`config.mk`:
```
export PLATFORM = sky130hd
export DESIGN_NAME = id_issue_queue_flat
export DESIGN_NICKNAME = d
export VERILOG_FILES = /design/src/rtl/id_issue_queue_if.sv /design/src/rtl/id_issue_queue.sv /design/src/flat_wrapper.sv
export SDC_FILE = /design/constraint.sdc
export NUM_CORES = 1
export LEC_CHECK = 0
export CORE_MARGIN = 8
export CORE_UTILIZATION = 45
export CTS_BUF_LIST = sky130_fd_sc_hd__clkbuf_8
export DETAILED_ROUTE_END_ITERATION = 12
export PLACE_DENSITY = 0.71
export RECOVER_POWER = 100
export SLEW_MARGIN = 20
export SYNTH_ARGS = -nofsm -noshare
export SYNTH_HDL_FRONTEND = slang
export SYNTH_SLANG_ARGS = --single-unit
```
`constraint.sdc`:
```
create_clock -name clk -period 20.6 [get_ports clk]
set_clock_uncertainty 0.1 [all_clocks]
set_input_delay 2.06 -clock clk [delete_from_list [all_inputs] [get_ports clk]]
set_output_delay 2.06 -clock clk [all_outputs]
set_load 0.1 [all_outputs]
```
`src/rtl/id_issue_queue_if.sv`:
```
// Handshake and datapath bundle for the decode/issue queue: upstream IPD
// push side, register-file read port, bypass network and EXE issue side.
interface id_issue_queue_if #(
  parameter int unsigned XLEN      = 32,
  parameter int unsigned DEPTH     = 4,
  parameter int unsigned NUM_SRC   = 2,
  parameter int unsigned NUM_BYP   = 3,
  parameter int unsigned PAYLOAD_W = 64,
  parameter int unsigned CNT_W     = 32
);
  localparam int unsigned OCC_W = $clog2(DEPTH + 1);

  logic                      in_valid;
  logic                      in_allow_in;
  logic [NUM_SRC-1:0]        in_src_sel;
  logic [NUM_SRC*5-1:0]      in_src_addr;
  logic [NUM_SRC*XLEN-1:0]   in_imm;
  logic [PAYLOAD_W-1:0]      in_payload;
  logic [NUM_SRC*5-1:0]      rf_r_addr;
  logic [NUM_SRC*XLEN-1:0]   rf_r_data;
  logic [NUM_BYP-1:0]        byp_valid;
  logic [NUM_BYP-1:0]        byp_w_en;
  logic [NUM_BYP-1:0]        byp_data_valid;
  logic [NUM_BYP*5-1:0]      byp_addr;
  logic [NUM_BYP*XLEN-1:0]   byp_data;
  logic                      flush;
  logic                      out_valid;
  logic                      out_allow_in;
  logic [NUM_SRC*XLEN-1:0]   out_src;
  logic [PAYLOAD_W-1:0]      out_payload;
  logic [OCC_W-1:0]          occupancy;
  logic [CNT_W-1:0]          stall_cycles;

  // Surrounding pipeline (IPD, register file, bypass stages, EXE)
  modport master (
    output in_valid, in_src_sel, in_src_addr, in_imm, in_payload,
    output rf_r_data, byp_valid, byp_w_en, byp_data_valid, byp_addr, byp_data,
    output flush, out_allow_in,
    input  in_allow_in, rf_r_addr, out_valid, out_src, out_payload,
    input  occupancy, stall_cycles
  );

  // The issue queue itself
  modport slave (
    input  in_valid, in_src_sel, in_src_addr, in_imm, in_payload,
    input  rf_r_data, byp_valid, byp_w_en, byp_data_valid, byp_addr, byp_data,
    input  flush, out_allow_in,
    output in_allow_in, rf_r_addr, out_valid, out_src, out_payload,
    output occupancy, stall_cycles
  );
endinterface

```
`src/rtl/id_issue_queue.sv`:
```
// In-order decode/issue queue. Holds decoded instructions in a circular
// buffer, resolves the head entry's source operands from immediates, the
// prioritised bypass ports or the register file, and issues when all ready.
module id_issue_queue #(
  parameter int unsigned XLEN      = 32,
  parameter int unsigned DEPTH     = 4,
  parameter int unsigned NUM_SRC   = 2,
  parameter int unsigned NUM_BYP   = 3,
  parameter int unsigned PAYLOAD_W = 64,
  parameter int unsigned CNT_W     = 32
) (
  input  logic             clk,
  input  logic             reset,
  id_issue_queue_if.slave  bus
);
  localparam int unsigned PTR_W = $clog2(DEPTH);
  localparam int unsigned OCC_W = $clog2(DEPTH + 1);
  localparam logic [OCC_W-1:0] FULL_CNT = OCC_W'(DEPTH);

  // Entry storage: never reset, validity is tracked by count_q
  logic [NUM_SRC-1:0]      sel_q  [DEPTH];
  logic [NUM_SRC*5-1:0]    addr_q [DEPTH];
  logic [NUM_SRC*XLEN-1:0] imm_q  [DEPTH];
  logic [PAYLOAD_W-1:0]    pay_q  [DEPTH];

  logic [PTR_W-1:0] head_q, head_d, tail_q, tail_d;
  logic [OCC_W-1:0] count_q, count_d;
  logic [CNT_W-1:0] stall_q, stall_d;

  logic                    not_empty, all_ready, push, pop, stall_now, hit;
  logic [4:0]              src_a;
  logic [NUM_SRC*XLEN-1:0] src_val;

  assign not_empty = (count_q != '0);

  // Resolve head operands; the first matching bypass port wins even if its data is not ready
  always_comb begin
    src_val   = '0;
    all_ready = 1'b1;
    src_a     = '0;
    hit       = 1'b0;
    for (int unsigned i = 0; i < NUM_SRC; i++) begin
      src_a = addr_q[head_q][i*5 +: 5];
      hit   = 1'b0;
      if (!sel_q[head_q][i]) begin
        src_val[i*XLEN +: XLEN] = imm_q[head_q][i*XLEN +: XLEN];
      end else if (src_a != '0) begin
        for (int unsigned k = 0; k < NUM_BYP; k++) begin
          if (!hit && bus.byp_valid[k] && bus.byp_w_en[k] &&
              (bus.byp_addr[k*5 +: 5] == src_a)) begin
            hit = 1'b1;
            if (bus.byp_data_valid[k]) src_val[i*XLEN +: XLEN] = bus.byp_data[k*XLEN +: XLEN];
            else                       all_ready = 1'b0;
          end
        end
        if (!hit) src_val[i*XLEN +: XLEN] = bus.rf_r_data[i*XLEN +: XLEN];
      end
    end
  end

  assign bus.out_valid    = not_empty & all_ready & ~bus.flush;
  assign bus.out_src      = bus.out_valid ? src_val : '0;
  assign bus.out_payload  = bus.out_valid ? pay_q[head_q] : '0;
  assign bus.rf_r_addr    = not_empty ? addr_q[head_q] : '0;
  assign bus.in_allow_in  = (count_q < FULL_CNT) | pop;
  assign bus.occupancy    = count_q;
  assign bus.stall_cycles = stall_q;

  assign pop       = bus.out_valid & bus.out_allow_in;
  assign push      = bus.in_valid & bus.in_allow_in & ~bus.flush;
  assign stall_now = not_empty & ~all_ready & ~bus.flush;

  // Pointer, occupancy and stall-counter next state; flush overrides push/pop
  always_comb begin
    head_d  = head_q;
    tail_d  = tail_q;
    count_d = count_q;
    stall_d = stall_q;
    if (stall_now && (stall_q != '1)) stall_d = stall_q + CNT_W'(1);
    if (bus.flush) begin
      head_d  = '0;
      tail_d  = '0;
      count_d = '0;
    end else begin
      if (push) tail_d = tail_q + PTR_W'(1);
      if (pop)  head_d = head_q + PTR_W'(1);
      if (push && !pop)      count_d = count_q + OCC_W'(1);
      else if (pop && !push) count_d = count_q - OCC_W'(1);
    end
  end

  // Control state registers
  always_ff @(posedge clk or posedge reset) begin
    if (reset) begin
      head_q  <= '0;
      tail_q  <= '0;
      count_q <= '0;
      stall_q <= '0;
    end else begin
      head_q  <= head_d;
      tail_q  <= tail_d;
      count_q <= count_d;
      stall_q <= stall_d;
    end
  end

  // Capture the incoming instruction at the tail slot
  always_ff @(posedge clk) begin
    if (push) begin
      sel_q[tail_q]  <= bus.in_src_sel;
      addr_q[tail_q] <= bus.in_src_addr;
      imm_q[tail_q]  <= bus.in_imm;
      pay_q[tail_q]  <= bus.in_payload;
    end
  end
endmodule

```
`src/flat_wrapper.sv`:
```
// flat-port wrapper written by rule: the top's interface ports become plain ports
module id_issue_queue_flat 
#(
  parameter int unsigned XLEN      = 32,
  parameter int unsigned DEPTH     = 4,
  parameter int unsigned NUM_SRC   = 2,
  parameter int unsigned NUM_BYP   = 3,
  parameter int unsigned PAYLOAD_W = 64,
  parameter int unsigned CNT_W     = 32
)
  (clk, reset, bus_in_valid, bus_in_src_sel, bus_in_src_addr, bus_in_imm, bus_in_payload, bus_rf_r_data, bus_byp_valid, bus_byp_w_en, bus_byp_data_valid, bus_byp_addr, bus_byp_data, bus_flush, bus_out_allow_in, bus_in_allow_in, bus_rf_r_addr, bus_out_valid, bus_out_src, bus_out_payload, bus_occupancy, bus_stall_cycles);
  id_issue_queue_if #(.XLEN(XLEN), .DEPTH(DEPTH), .NUM_SRC(NUM_SRC), .NUM_BYP(NUM_BYP), .PAYLOAD_W(PAYLOAD_W), .CNT_W(CNT_W)) bus_i ();
  input  logic clk;
  input  logic reset;
  input wire logic [$bits(bus_i.in_valid)-1:0] bus_in_valid;
  input wire logic [$bits(bus_i.in_src_sel)-1:0] bus_in_src_sel;
  input wire logic [$bits(bus_i.in_src_addr)-1:0] bus_in_src_addr;
  input wire logic [$bits(bus_i.in_imm)-1:0] bus_in_imm;
  input wire logic [$bits(bus_i.in_payload)-1:0] bus_in_payload;
  input wire logic [$bits(bus_i.rf_r_data)-1:0] bus_rf_r_data;
  input wire logic [$bits(bus_i.byp_valid)-1:0] bus_byp_valid;
  input wire logic [$bits(bus_i.byp_w_en)-1:0] bus_byp_w_en;
  input wire logic [$bits(bus_i.byp_data_valid)-1:0] bus_byp_data_valid;
  input wire logic [$bits(bus_i.byp_addr)-1:0] bus_byp_addr;
  input wire logic [$bits(bus_i.byp_data)-1:0] bus_byp_data;
  input wire logic [$bits(bus_i.flush)-1:0] bus_flush;
  input wire logic [$bits(bus_i.out_allow_in)-1:0] bus_out_allow_in;
  output wire logic [$bits(bus_i.in_allow_in)-1:0] bus_in_allow_in;
  output wire logic [$bits(bus_i.rf_r_addr)-1:0] bus_rf_r_addr;
  output wire logic [$bits(bus_i.out_valid)-1:0] bus_out_valid;
  output wire logic [$bits(bus_i.out_src)-1:0] bus_out_src;
  output wire logic [$bits(bus_i.out_payload)-1:0] bus_out_payload;
  output wire logic [$bits(bus_i.occupancy)-1:0] bus_occupancy;
  output wire logic [$bits(bus_i.stall_cycles)-1:0] bus_stall_cycles;
  assign bus_i.in_valid = bus_in_valid;
  assign bus_i.in_src_sel = bus_in_src_sel;
  assign bus_i.in_src_addr = bus_in_src_addr;
  assign bus_i.in_imm = bus_in_imm;
  assign bus_i.in_payload = bus_in_payload;
  assign bus_i.rf_r_data = bus_rf_r_data;
  assign bus_i.byp_valid = bus_byp_valid;
  assign bus_i.byp_w_en = bus_byp_w_en;
  assign bus_i.byp_data_valid = bus_byp_data_valid;
  assign bus_i.byp_addr = bus_byp_addr;
  assign bus_i.byp_data = bus_byp_data;
  assign bus_i.flush = bus_flush;
  assign bus_i.out_allow_in = bus_out_allow_in;
  assign bus_in_allow_in = bus_i.in_allow_in;
  assign bus_rf_r_addr = bus_i.rf_r_addr;
  assign bus_out_valid = bus_i.out_valid;
  assign bus_out_src = bus_i.out_src;
  assign bus_out_payload = bus_i.out_payload;
  assign bus_occupancy = bus_i.occupancy;
  assign bus_stall_cycles = bus_i.stall_cycles;
  id_issue_queue #(.XLEN(XLEN), .DEPTH(DEPTH), .NUM_SRC(NUM_SRC), .NUM_BYP(NUM_BYP), .PAYLOAD_W(PAYLOAD_W), .CNT_W(CNT_W)) u_core (.clk(clk), .reset(reset), .bus(bus_i));
endmodule
```
==> metrics.cfg, run 1 <==
[synthesis]
synth-simple-area-share_pct = 8.93
synth_common_cells = edfxtp_1 (560), mux4_2 (140), nand3_1 (111)
synth_top_family_by_area = multiplexers
synth_nets = 1897
muxShareOfSynthArea_pct = 12.3
synth-seq-area-share_pct = 68.9
synth_top_cells_by_area = edfxtp_1 (65%), mux4_2 (12%), dfrtp_1 (3.8%), nand3_1 (2.2%), a21oi_1 (2.1%)
postSynthCellCount = 1562
synth.top_cell.area_share_pct = 65.1
syn_area_per_cell_um2 = 16.5
synth.most_common_cell = edfxtp_1
synth_xor_area_share_pct = 2.14
ys_ff_latch = 599
ys.flop_type = edfxtp_1
yosys_warnings = 0
syn_area_mm2 = 0.0258
synthArstFlopShare_pct = 6.51
synth_fa_ha_area_share_pct = 0.320
synth_cell_types = 53
synth_edf_count = 560
synth_compound_area_share_pct = 5.59
yosysTopAreaCell = edfxtp_1

[status]
violations = capacitance limit, slew limit
status = complete, but fails checks

[clocking]
cts_buffers = 94
cts_resized = 0
insertion_delay_ns = 0.68
cts_setup_buffers = 0
clockRootBuffer = clkbuf_8
cts_htree_levels = 3
postCtsHoldBufs = 0
path_clk_slew_ns = 0.06
cts_max_path_buffers = 3
cts_tree = built
clock-sinks = 599

[global_routing]
grt_use_total_pct = 24.4
grt_pass1_wl_um = 119000
antenna_found_initial = 61
grt_max_degree = 68
first_global_vias = 17100
grt.overflow.total = 0

[critical_path]
timing_worst_setup_path_type = flop to output pin
crit_path_start_kind = flop
ff2ff_path_depth = 13
reg2reg_setup_slack_ns = 7.78
crit_required_ns = 18.44
crit_path_end_kind = output pin
crit_path_max_fanout = 65
arrival_ns = 11.70

[sta]
tightestPinTransition_ns = 3.31
setup_tns_ns = 0
hold_viol_final = 0
period_needed_ns = 13.86
setup_viol_count_final = 0
slew_viol_final = 382
min_period_over_period_pct = 67.3
rsz0062_at_grt = no
fmax_ghz = 0.0721
maxSlewHeadroom_pct = -121

[floorplanning]
dieWidth_um = 256
die-area_mm2 = 0.0653
io_pins = 504
core-area_mm2 = 0.0573
rows = 88
die_y_um = 256
start_util_pct = 45.1

[hold_path]
hold_path_class = flop to flop
min_path_cells = 1

[run]
max-cap-violations = 10

[routing]
post_drt_wl_per_cell_um = 28.0
viasPerCell = 5.67
drc = 0
ant_nets = 0
routed_wl_um = 82600
drt_iter0_drc = 1376
dr_total_vias = 16700
first_pass_iters = 8

[place]
gp_congestion = 0.985
hpwl_um = 57700
placed_cell_area_mm2 = 0.0317
portBuffers = 503

[cells_and_area]
nFillCells = 4390
area_growth_syn_to_layout_pct = 29.7
design_area_mm2 = 0.0335
final_core_util_pct = 58.5
layout-drive-gt1-share_pct = 16.1
layout.nets = 2424

[power_and_ir_drop]
vdd_ir_drop_max_mv = 0.0821
p_leak_uw = 0.0112
powerDensity_mw_per_mm2 = 109

==> layout by cell type (no fill, tap or decap), types with 21 or more instances in the layout <==
cell type	netlist	final
dlygate4sd3_1	0	315
mux4_2	140	140
clkbuf_8	0	94
buf_4	0	26
clkinv_1	0	23
inv_1	13	40
nor2b_1	72	70
xnor2_1	42	42
a31o_2	46	46
diode_2	0	30
xor2_1	21	21
a21oi_1	108	108
dfrtp_1	39	38
and2_1	86	82
nor2_1	41	40
nand3_1	111	111
edfxtp_1	560	560
nand2_1	54	54
clkdlybuf4s50_1	0	186
==> per-stage QoR <==
step	worst slack (ns)	hold WS [ns]	cells	total power (uW)
after floorplan	13.06	0.488	1562	2370
after CTS	10.89	0.397	2925	3730
after global placement	11.12	0.381	2758	2750
final	6.74	0.391	2955	3660
after detailed placement	11.46	0.381	2758	2760
after global routing	5.61	0.410	2944	3790
==> critical path, cell delays in order (launching register included) <==
cell and delay [ns]:
dfrtp_1 1.60, clkbuf_1 2.22, mux4_2 0.86, xnor2_1 0.19, nand4_1 0.17, nor3_4 0.20, clkbuf_1 1.64, a21oi_1 0.25
a22o_1 0.46, nand2b_2 0.23, buf_4 0.32, inv_1 1.25, and2_1 0.28, dlygate4sd3_1 1.23
==> metal layers <==
layer  track usage [%]  share of wire [%]  vias to the layer above
met5                 0               0.21                        -
li1                  -                  -                     7267
met3              6.95                8.3                      189
met2              39.4                 49                      784
met4              10.5                3.7                       30
met1              30.8                 39                     8472
==> power by group <==
part | internal [uW] | leakage, uW | switching, uW
clock network | 498 | 0.00102 | 465
registers | 1380 | 0.00560 | 26.6
logic | 376 | 0.00458 | 909
total | 2260 | 0.0112 | 1400
==> final timing paths <==
path	startpoint	to
worst max-delay path	u_core.head_q[0]	bus_out_payload[18]
min in group asynchronous	reset	u_core.bus.stall_cycles[11]
max in group asynchronous	reset	u_core.head_q[1]
worst max register to register	u_core.head_q[0]	u_core.imm_q[0][26]
worst min register to register	u_core.bus.stall_cycles[17]	u_core.bus.stall_cycles[17]
worst min-delay path	u_core.bus.stall_cycles[17]	u_core.bus.stall_cycles[17]
==> logic make-up (layout without fill, tap and decap cells) <==
group / Yosys count / count (layout)
buffers and inverters: 115 / 713
flip-flops: 599 / 599
multiplexers: 143 / 143
XOR/XNOR: 63 / 63
AO/OA/AOI/OAI: 213 / 213
other: 0 / 30
adder cells (fa/ha/maj): 6 / 6
AND/OR/NAND/NOR: 423 / 423
==> sequential cells by signal (all words and copies together), names as in the netlist <==
name	flops
u_core.addr_q	40
u_core.bus.occupancy	3
u_core.bus.stall_cycles	32
u_core.head_q	2
u_core.imm_q	256
u_core.pay_q	256
u_core.sel_q	8
u_core.tail_q	2
==> cell type report <==
class | instances | area (um2) | area share [%]
diodes | 30 | 75.1 | 0.224
clock buffers | 94 | 1290 | 3.86
clock inverters | 73 | 518 | 1.55
inverters | 14 | 52.6 | 0.157
multi-input cells | 848 | 7580 | 22.6
flip-flops and latches | 599 | 17800 | 53.1
well taps | 765 | 957 | 2.86
repair buffers | 532 | 5230 | 15.6
Note: power is estimated with default switching activity, not from simulation.
==> inputs of run 2 (changes only) <==
==> constraint.sdc (replaced) <==
create_clock -name clk -period 13.7 [get_ports clk]
set_clock_uncertainty 0.1 [all_clocks]
set_input_delay 1.37 -clock clk [delete_from_list [all_inputs] [get_ports clk]]
set_output_delay 1.37 -clock clk [all_outputs]
set_load 0.1 [all_outputs]
==> metrics.cfg, run 2 (synthesized netlist as in run 1, its figures left out) <==
[power_and_ir_drop]
vdd_ir_drop_max_mv = 0.115
p_leak_uw = 0.0112
powerDensity_mw_per_mm2 = 163

[sta]
fmax_ghz = 0.0953
setup_tns_ns = 0
min_period_over_period_pct = 76.6
rsz0062_at_grt = no
hold_viol_final = 0
holdWs_ns = 0.393
setup_viol_count_final = 0
tightestPinTransition_ns = 3.86
maxSlewHeadroom_pct = -158
slew_viol_final = 391
period_needed_ns = 10.49

[cells_and_area]
layout.nets = 2425
area_growth_syn_to_layout_pct = 29.7
final_common_cell = edfxtp_1
layout-drive-gt1-share_pct = 16.1
layout_common_cells = edfxtp_1 (560), dlygate4sd3_1 (315), clkdlybuf4s50_1 (186)
final_cells = 2959
top_regs = u_core.imm_q x256, u_core.pay_q x256, u_core.addr_q x40

[global_routing]
grt_max_degree = 66
grt_pass1_wl_um = 119000
grt_use_total_pct = 24.2
first_global_vias = 17400
antenna_found_initial = 58
grt.overflow.total = 0

[floorplanning]
die-area_mm2 = 0.0653
die_y_um = 256
start_util_pct = 45.1
rows = 88
io_pins = 504
core-area_mm2 = 0.0573
dieWidth_um = 256

[clocking]
cts_setup_buffers = 0
postCtsHoldBufs = 0
clockRootBuffer = clkbuf_8
cts_tree = built
cts_htree_levels = 3
cts_buffers = 97
clock-sinks = 599
path_clk_slew_ns = 0.06
cts_resized = 0
cts_max_path_buffers = 3
insertion_delay_ns = 0.68

[hold_path]
hold_path_class = flop to flop

[routing]
routed_wl_um = 81500
ant_nets = 0
post_drt_wl_per_cell_um = 27.6
dr_total_vias = 16800
drc = 0
drt_iter0_drc = 1752
first_pass_iters = 6
viasPerCell = 5.66

[critical_path]
timing_worst_setup_path_type = flop to flop
crit_path_end_kind = flop
crit_path_max_fanout = 61
crit_required_ns = 13.77
arrival_ns = 10.56
crit_path_start_kind = flop

[status]
violations = capacitance limit, slew limit
status = complete, but fails checks

[run]
max-cap-violations = 10

[place]
portBuffers = 503
hpwl_um = 56500
gp_congestion = 0.968
place.detailed.instances = 2755

-- run 2: per-layer routing --
| metal | track usage (%) | vias up | wire length (um) |
|---|---|---|---|
| li1 | - | 7273 | - |
| met1 | 30.9 | 8497 | 32000 |
| met2 | 40.2 | 793 | 40300 |
| met3 | 5.73 | 175 | 6490 |
| met4 | 8.96 | 22 | 2660 |
| met5 | 0 | - | 134 |
-- run 2: final timing paths --
check | slack, ns | to | start | cells after the start
max | 3.21 | u_core.imm_q[3][22] | u_core.head_q[1] | 10
min | 0.39 | u_core.bus.stall_cycles[10] | u_core.bus.stall_cycles[10] | 1
max reg2reg | 3.21 | u_core.imm_q[3][22] | u_core.head_q[1] | 10
min reg2reg | 0.39 | u_core.bus.stall_cycles[10] | u_core.bus.stall_cycles[10] | 1
max in group asynchronous | 10.14 | u_core.head_q[0] | reset | 3
min in group asynchronous | 1.83 | u_core.bus.occupancy[1] | reset | 3
-- run 2: worst max-delay path, stage by stage (launching register included) --
cell and delay, ns:
dfrtp_1 1.51, buf_4 0.91, mux4_2 0.50, or4_1 0.54, o21ai_0 0.86, a21oi_1 0.09
a22o_1 0.38, o21ai_0 0.18, and3b_1 0.26, and2_0 1.73, clkbuf_1 2.80
-- run 2: cell type report --
cell class                      count  area (um2)
Antenna cell                       28        70.1
Clock inverter                     75         442
Inverter                           14        52.6
Clock buffer                      100        1380
Multi-Input combinational cell    848        7570
Timing Repair Buffer              530        5240
Fill cell                        4382       23800
Tap cell                          765         957
Sequential cell                   599       17800
-- run 2: where the power goes --
group          internal (uW)  switching (uW)  total (uW)
logic                    563            1360        1920
registers               2080            34.7        2120
clock network            727             711        1440
-- run 2: through the flow --
stage / setup WS (ns) / total power, uW / util (%) / area (um2)
after global routing: 2.54 / 5680 / 58.5 / 33500
final: 3.21 / 5470 / 58.5 / 33500
after detailed placement: 5.46 / 4130 / 55.3 / 31600
after CTS: 4.67 / 5580 / 58.5 / 33500
after floorplan: 6.85 / 3570 / - / 25800
after global placement: 5.57 / 4120 / 55.3 / 31600
==> inputs of run 3 (changes only) <==
==> constraint.sdc (replaced) <==
create_clock -name clk -period 10.75 [get_ports clk]
set_clock_uncertainty 0.1 [all_clocks]
set_input_delay 1.075 -clock clk [delete_from_list [all_inputs] [get_ports clk]]
set_output_delay 1.075 -clock clk [all_outputs]
set_load 0.1 [all_outputs]
==> metrics.cfg, run 3 (synthesized netlist as in run 1, its figures left out) <==
[clocking]
clock-sinks = 599
cts_max_path_buffers = 3
cts_resized = 0
postCtsHoldBufs = 0
clockRootBuffer = clkbuf_8
path_clk_slew_ns = 0.06
cts_setup_buffers = 0
insertion_delay_ns = 0.68
cts_htree_levels = 3
cts_tree = built
cts_buffers = 95

[sta]
slew_viol_final = 505
maxSlewHeadroom_pct = -140
setup_tns_ns = 0
min_period_over_period_pct = 84.2
tightestPinTransition_ns = 3.60
holdWs_ns = 0.396
rsz0062_at_grt = no
fmax_ghz = 0.110
setup_viol_count_final = 0
hold_viol_final = 0
period_needed_ns = 9.05

[routing]
dr_total_vias = 16600
routed_wl_um = 83300
post_drt_wl_per_cell_um = 28.3
drc = 0
ant_nets = 0
viasPerCell = 5.61
first_pass_iters = 7
drt_iter0_drc = 1395

[critical_path]
crit_path_end_kind = flop
max_stage_delay_ns = 2.57
ff2ff_path_depth = 9
cp_common_cell = o21ai_0
crit_path_max_fanout = 115
crit_chain = buf_4 > mux4_2 > o21ai_0 > a21oi_1 > a22o_1 > o21ai_0 > and3b_1 > and2_0 > clkbuf_2
r2r_start = u_core.head_q[0]
arrival_ns = 9.13
reg2reg_setup_slack_ns = 1.70
crit_required_ns = 10.82
r2r-end = u_core.imm_q[3][41]
crit_slowest_cell = clkbuf_2
timing_worst_setup_path_type = flop to flop
crit_path_start_kind = flop

[floorplanning]
dieWidth_um = 256
core-area_mm2 = 0.0573
io_pins = 504
die-area_mm2 = 0.0653
rows = 88
start_util_pct = 45.1
die_y_um = 256

[power_and_ir_drop]
powerDensity_mw_per_mm2 = 208
vdd_ir_drop_max_mv = 0.183
p_leak_uw = 0.0112

[cells_and_area]
ff_latch_area_mm2 = 0.0178
layout.nets = 2419
layout_common_cells = edfxtp_1 (560), dlygate4sd3_1 (314), clkdlybuf4s50_1 (187)
top_regs = u_core.imm_q x256, u_core.pay_q x256, u_core.addr_q x40
area_growth_syn_to_layout_pct = 29.5
multi_input_area_mm2 = 0.00758
design_area_mm2 = 0.0334
final_common_cell = edfxtp_1
nFillCells = 4463
layout-drive-gt1-share_pct = 15.8

[place]
portBuffers = 503
gp_congestion = 0.961
placed_cell_area_mm2 = 0.0317
hpwl_um = 58500

[global_routing]
grt_pass1_wl_um = 120000
antenna_found_initial = 56
grt.overflow.total = 0
grt_max_degree = 116
first_global_vias = 17300
grt_use_total_pct = 24.7

[status]
violations = capacitance limit, slew limit
status = complete, but fails checks

[hold_path]
min_from = u_core.bus.stall_cycles[30]
min_path_cells = 1
min_delay_worst_endpoint = u_core.bus.stall_cycles[30]
hold_path_class = flop to flop

[run]
max-cap-violations = 10

-- run 3: cell type report --
cell class | instances | area share, %
Sequential cell | 599 | 53.2
Clock inverter | 68 | 1.41
Multi-Input combinational cell | 848 | 22.7
Antenna cell | 34 | 0.254
Inverter | 14 | 0.157
Timing Repair Buffer | 526 | 15.5
Tap cell | 765 | 2.86
Clock buffer | 95 | 3.91
-- run 3: power by group --
part           internal (uW)  total (uW)  switching [uW]
registers               2650        2730            70.4
logic                    710        2420            1710
clock network            935        1820             884
total                   4300        6960            2660
-- run 3: critical path: cells and delay by family, from the launching register on --
kind	cells	cell delay (ns)
buf+inv	2	3.25
compound gates	4	1.16
flops	1	1.06
simple gates	2	1.81
mux	1	0.93
-- run 3: layer usage --
metal	vias up	share of wire, %	GRT usage (%)
met1	8383	39	30.8
met2	710	50	41.3
met4	24	3.2	9.27
met5	-	0.19	0
li1	7256	-	-
met3	179	7.5	6.64
-- run 3: metrics by stage --
| step | power, uW | worst slack [ns] | utilization [%] | std cells |
|---|---|---|---|---|
| after detailed placement | 5280 | 2.84 | 55.3 | 2752 |
| after floorplan | 4550 | 4.03 | - | 1562 |
| after global routing | 7210 | 0.846 | 58.4 | 2934 |
| final | 6960 | 1.70 | 58.4 | 2949 |
| after global placement | 5260 | 2.97 | 55.3 | 2752 |
| after CTS | 7110 | 2.05 | 58.4 | 2915 |
-- run 3: worst max path at each step --
stage,slack (ns),from,cells past startpoint,endpoint
after floorplan,4.03,u_core.head_q[0],11,u_core.addr_q[0][0]
after global placement,2.97,u_core.head_q[0],10,bus_out_payload[7]
after detailed placement,2.84,u_core.head_q[0],10,bus_out_payload[23]
after CTS,2.05,u_core.head_q[0],10,bus_out_payload[23]
after global routing,0.85,u_core.head_q[0],9,u_core.imm_q[1][54]
final,1.70,u_core.head_q[0],9,u_core.imm_q[3][41]
